===== config.mk =====
export PLATFORM = sky130hd
export DESIGN_NAME = pipe_stage_buf
export DESIGN_NICKNAME = d
export VERILOG_FILES = /design/src/rtl/pipe_pkg.sv /design/src/rtl/pipe_skid_reg.sv /design/src/rtl/pipe_stage_buf.sv
export SDC_FILE = /design/constraint.sdc
export NUM_CORES = 1
export LEC_CHECK = 0
export CAP_MARGIN = 20
export CORE_UTILIZATION = 40
export CTS_CLUSTER_DIAMETER = 50
export DETAILED_ROUTE_END_ITERATION = 16
export PLACE_DENSITY = 0.82
export SYNTH_ARGS = -nofsm -noshare
export SYNTH_HDL_FRONTEND = slang
export SYNTH_SLANG_ARGS = --single-unit

===== constraint.sdc =====
create_clock -name clk -period 5.6 [get_ports clk]
set_input_delay 0.84 -clock clk [delete_from_list [all_inputs] [get_ports clk]]
set_output_delay 0.84 -clock clk [all_outputs]
set_load 0.005 [all_outputs]

===== src/rtl/pipe_pkg.sv =====
// Shared definitions for the pipeline stage buffer: buffer state encoding and
// the payload field layout (pc_4 | instruction | A | B | redirect_ctrl).
package pipe_pkg;

  typedef enum logic [1:0] {
    ST_EMPTY = 2'd0,
    ST_FULL  = 2'd1,
    ST_SKID  = 2'd2
  } state_t;

  localparam int PC_W    = 12;
  localparam int INSTR_W = 32;
  localparam int REG_W   = 32;
  localparam int REDIR_W = 4;

  // Field offsets, LSB first: redirect_ctrl, B, A, instruction, pc_4.
  localparam int REDIR_OFF = 0;
  localparam int B_OFF     = REDIR_OFF + REDIR_W;
  localparam int A_OFF     = B_OFF + REG_W;
  localparam int INSTR_OFF = A_OFF + REG_W;
  localparam int PC_OFF    = INSTR_OFF + INSTR_W;
  localparam int PAYLOAD_W = PC_OFF + PC_W;

endpackage


===== src/rtl/pipe_skid_reg.sv =====
// Second payload slot used by the buffer when PIPE_SKID_EN is defined.
// Clear wins over load so a flush never leaves a stale payload behind.
module pipe_skid_reg #(
  parameter int DATA_W = 112
) (
  input  logic              clk,
  input  logic              rst_n,
  input  logic              clear,
  input  logic              load,
  input  logic [DATA_W-1:0] d,
  output logic [DATA_W-1:0] q
);

  always_ff @(posedge clk) begin
    if (!rst_n || clear) begin
      q <= '0;
    end else if (load) begin
      q <= d;
    end
  end

endmodule


===== src/rtl/pipe_stage_buf.sv =====
// One-entry pipeline stage buffer with flush and a saturating stall counter.
// Define PIPE_SKID_EN to add a skid slot and a registered in_ready.
module pipe_stage_buf
  import pipe_pkg::*;
#(
  parameter int DATA_W = 112,
  parameter int CNT_W  = 16
) (
  input  logic              clk,
  input  logic              rst_n,
  input  logic              in_valid,
  input  logic [DATA_W-1:0] in_data,
  output logic              in_ready,
  input  logic              flush,
  output logic              out_valid,
  output logic [DATA_W-1:0] out_data,
  input  logic              out_ready,
  output logic [CNT_W-1:0]  stall_cnt,
  output state_t            state
);

  // Handshake: a transfer happens on any rising edge where valid && ready are
  // both high; valid never waits on ready, and out_data is the main register.

  state_t            state_q, state_d;
  logic [DATA_W-1:0] main_q, main_d;
  logic [CNT_W-1:0]  cnt_q;
  logic              xfer_in, xfer_out;
  logic              skid_load;
  logic [DATA_W-1:0] skid_data;

  assign out_valid = (state_q != ST_EMPTY);
  assign out_data  = main_q;
  assign stall_cnt = cnt_q;
  assign state     = state_q;
  assign xfer_in   = in_valid && in_ready;
  assign xfer_out  = out_valid && out_ready;

`ifdef PIPE_SKID_EN
  logic ready_q;

  // Ready comes straight from a flop so no combinational path crosses the stage.
  always_ff @(posedge clk) begin
    if (!rst_n) begin
      ready_q <= 1'b1;
    end else begin
      ready_q <= (state_d != ST_SKID);
    end
  end

  assign in_ready = ready_q;

  pipe_skid_reg #(.DATA_W(DATA_W)) u_skid (
    .clk   (clk),
    .rst_n (rst_n),
    .clear (flush),
    .load  (skid_load),
    .d     (in_data),
    .q     (skid_data)
  );
`else
  assign in_ready  = !out_valid || out_ready;
  assign skid_data = '0;
`endif

  always_comb begin
    state_d   = state_q;
    main_d    = main_q;
    skid_load = 1'b0;
    if (flush) begin
      state_d = ST_EMPTY;
      main_d  = '0;
    end else begin
      unique case (state_q)
        ST_EMPTY: begin
          if (xfer_in) begin
            state_d = ST_FULL;
            main_d  = in_data;
          end
        end
        ST_FULL: begin
          if (xfer_in && xfer_out) begin
            main_d = in_data;
          end else if (xfer_out) begin
            state_d = ST_EMPTY;
            main_d  = '0;
          end else if (xfer_in) begin
            // Only reachable with a skid slot; ready is low here otherwise.
            state_d   = ST_SKID;
            skid_load = 1'b1;
          end
        end
`ifdef PIPE_SKID_EN
        ST_SKID: begin
          if (xfer_out) begin
            state_d = ST_FULL;
            main_d  = skid_data;
          end
        end
`endif
        default: begin
          state_d = ST_EMPTY;
          main_d  = '0;
        end
      endcase
    end
  end

  always_ff @(posedge clk) begin
    if (!rst_n) begin
      state_q <= ST_EMPTY;
      main_q  <= '0;
    end else begin
      state_q <= state_d;
      main_q  <= main_d;
    end
  end

  always_ff @(posedge clk) begin
    if (!rst_n) begin
      cnt_q <= '0;
    end else if (out_valid && !out_ready && (cnt_q != {CNT_W{1'b1}})) begin
      cnt_q <= cnt_q + 1'b1;
    end
  end

endmodule


==> summary.md <==
| Metric | Value |
|---|---|
| Initial antenna violation count | 0 |
| Fin util | 0.707 |
| WL met3 | 1.32 mm |
| Met2 wire length | 7.01 mm |
| Cell Rows | 38 |
| Area of placed instances | roughly 7100 um2 |
| Crit path from | out_ready |
| DR WL/cell | 16.3 um |
| Highest layer used for signal routing | met4 |
| Die X | roughly 110 um |
| Area share of the largest cell type after synthesis | 0.573 |
| Setup TNS | 0 ps |
| Syn Nets | 599 |
| Core ar. | between 10,000 and 15,000 um2 |
| Crit start category | primary input |
| TritonCTS clock tree | done |
| Met1 wire length | ~5.3 mm |
| Register-to-Register Path Depth | 5 |
| MaxCap Viol Count | 0 |
| RSZ-0062 raised after global routing | false |
| Number of DRC markers in iteration 0 | approximately 250 |
| Pin count of the biggest net entering global routing | 114 |
| Clock-pin slew on the worst setup and hold paths | ~50 ps |
| Skew-Pair Late Insertion Delay | 410 ps |
| Area delta synth->final | 70.4% |
| Vias in the first global route | ~4,500 |
| Longest Clk Path Bufs | 2 |
| Post-layout min period | 2920 ps |
| Post-cts hold buffer count | 0 |
| Yosys reg bits | 130 |
| Final WL | 14.1 mm |
| Number of diodes | 0 |
| Max VDD drop | 0.176 mV |
| Starting Density | 0.415 |
| DR vias/cell | 5.31 |
| Async SR Flop Fraction | 0 |
| Die Area | 11,800 um2 |
| Yosys cell types | 30 |
| GP Congestion | slightly below 0.8 |
| Clock sinks | 130 |
| Sequential cell area fraction in the yosys report | 0.573 |
| Synth Instances | 481 |
| Mapped cell area | approximately 4500 um2 |
| Total congestion overflow | 0 |
| Ratio of cells with drive above 1 in the final layout | 0.0662 |
| Top-count cell post-synth | dfxtp_1 |
| Max Clock Freq | 0.343 GHz |
| Total GRT Usage | 0.236 |
| DRC viols | 0 |
| Crit Path Class | in2out |
| Pwr Density | 298 nW/um2 |
| Port Buffers | 248 |
| Total CTS buffers | 17 |
| Reg2reg end | out_data[11] |
| Period utilisation layout | 0.521 |
| Post-layout net count | 831 |
| Req. time, crit path | 4760 ps |
| Worst Hold Class | reg2reg |
| Critical Path AT | between 2000 and 2500 ps |
| Post-CTS Setup Inserts | 0 |
| Final Instance Area | 7730 um2 |
| Most frequent cells after synthesis | dfxtp_1 (130), nor2_1 (117), a22oi_1 (112) |
| Yosys top cell by area | dfxtp_1 |
| First-pass GRT wire length | between 20 and 25 mm |
| R2R Setup Slk | 3220 ps |
| Die Span Y | 109 um |
| Max H-tree Level | 4 |
| Ys Warns | 0 |
| Status | completed |
| Peak fanout along the critical path | 3 |
| HPWL after DPL | 9.38 mm |
| Final setup fails | 0 |
| Syn Area/Cell | 9.44 um2 |
| Final Hold Viols | 0 |
| CTS Root Buffer Type | clkbuf_16 |
| Pre-antenna DRT Iters | 5 |
| Synth area leaders | dfxtp_1 (57%), a22oi_1 (19%), nor2_1 (9.7%), clkbuf_1 (3.2%), a21oi_1 (1.2%) |
| PostCTS Resize Cnt | 0 |
| Vias | 4,589 |
| Crit. End Element | primary output |
| Slew headroom | 0.521 |
| I/O pin count | 249 |
| Measured slew at the worst slew-check pin | 719 ps |
| Post-synth EDFFs | 0 |
| R2R Path Start | state[0] |
| DRT antenna net count | 0 |
| CP endpoint | in_ready |
| Leak | approximately 0.0027 uW |
| Clock Skew | 6.21 ps |
| Ys flop type | dfxtp_1 |
| Slew Limit Fails | 0 |
-- cells by family after synthesis --
family,synth area share
and+or+nand+nor,0.151
adders and majority gates,0.00276
DFF,0.573
muxes,0.00441
AOI/OAI and AO/OA,0.227
buffers and inverters,0.0386
xor gates and xnor gates,0.00193
other,0.000826
-- how the worst min path moves through the flow --
| stage | to | startpoint | cells past startpoint |
|---|---|---|---|
| finish | out_data[41] | out_data[41] | 2 |
| floorplan | stall_cnt[7] | stall_cnt[7] | 2 |
| global placement | out_data[81] | out_data[81] | 2 |
| detailed placement | out_data[20] | out_data[20] | 2 |
| global route | out_data[41] | out_data[41] | 2 |
| CTS | out_data[16] | out_data[16] | 2 |
-- worst max-delay path: stages --
cell             delay, ps
clkdlybuf4s50_1        470
o21ba_2                180
inv_2                   70
clkdlybuf4s50_1        510
-- metal layers --
layer / GRT usage / up-vias
met5: 0 / -
met4: 0.125 / 0
met3: 0.0940 / 34
met2: 0.403 / 216
met1: 0.248 / 2147
li1: - / 2192
-- flip-flops by register name, indices dropped and copies added, names as in the netlist --
name       flops
out_data     112
stall_cnt     16
state          2
-- layout make-up --
cell class | count | area (um2)
timing repair buffer | 254 | 2540
sequential | 130 | 2600
clock buffer | 20 | 467
multi-input combinational | 305 | 1780
clock inverter | 11 | 153
fill | 808 | 3200
tap | 140 | 175
inverter | 5 | 18.8
-- through the flow --
| stage | power (uW) | worst slack (ps) | hold slack [ps] | cells |
|---|---|---|---|---|
| 3_3_place_gp | 1170 | 2550 | 477 | 832 |
| 5_1_grt | 2380 | 2650 | 514 | 865 |
| 6_report | 2300 | 2680 | 493 | 865 |
| 2_1_floorplan | 1050 | 3240 | 481 | 481 |
| 4_1_cts | 2320 | 2680 | 500 | 863 |
| 3_5_place_dp | 1180 | 2400 | 482 | 832 |
-- report_power, final --
part	leakage [uW]	internal [uW]	switching [uW]
Combinational	0.00132	129	82.3
Clock	0.000295	736	402
Sequential	0.00105	942	11.1
-- placed cells by master (no fill, tap or decap), drive strengths merged, types with 3 or more instances in the layout --
cell	n
nand4	4
nor2	117
clkdlybuf4s50	248
dfxtp	130
o21ai	5
nor4	4
clkinv	3
bufinv	3
a21oi	11
inv	7
or3	7
nand2	7
or4	6
nand3	5
clkinvlp	3
clkbuf	20
a22oi	112
buf	6
o31ai	5
or2	4
Note: power is estimated with default switching activity, not from simulation.
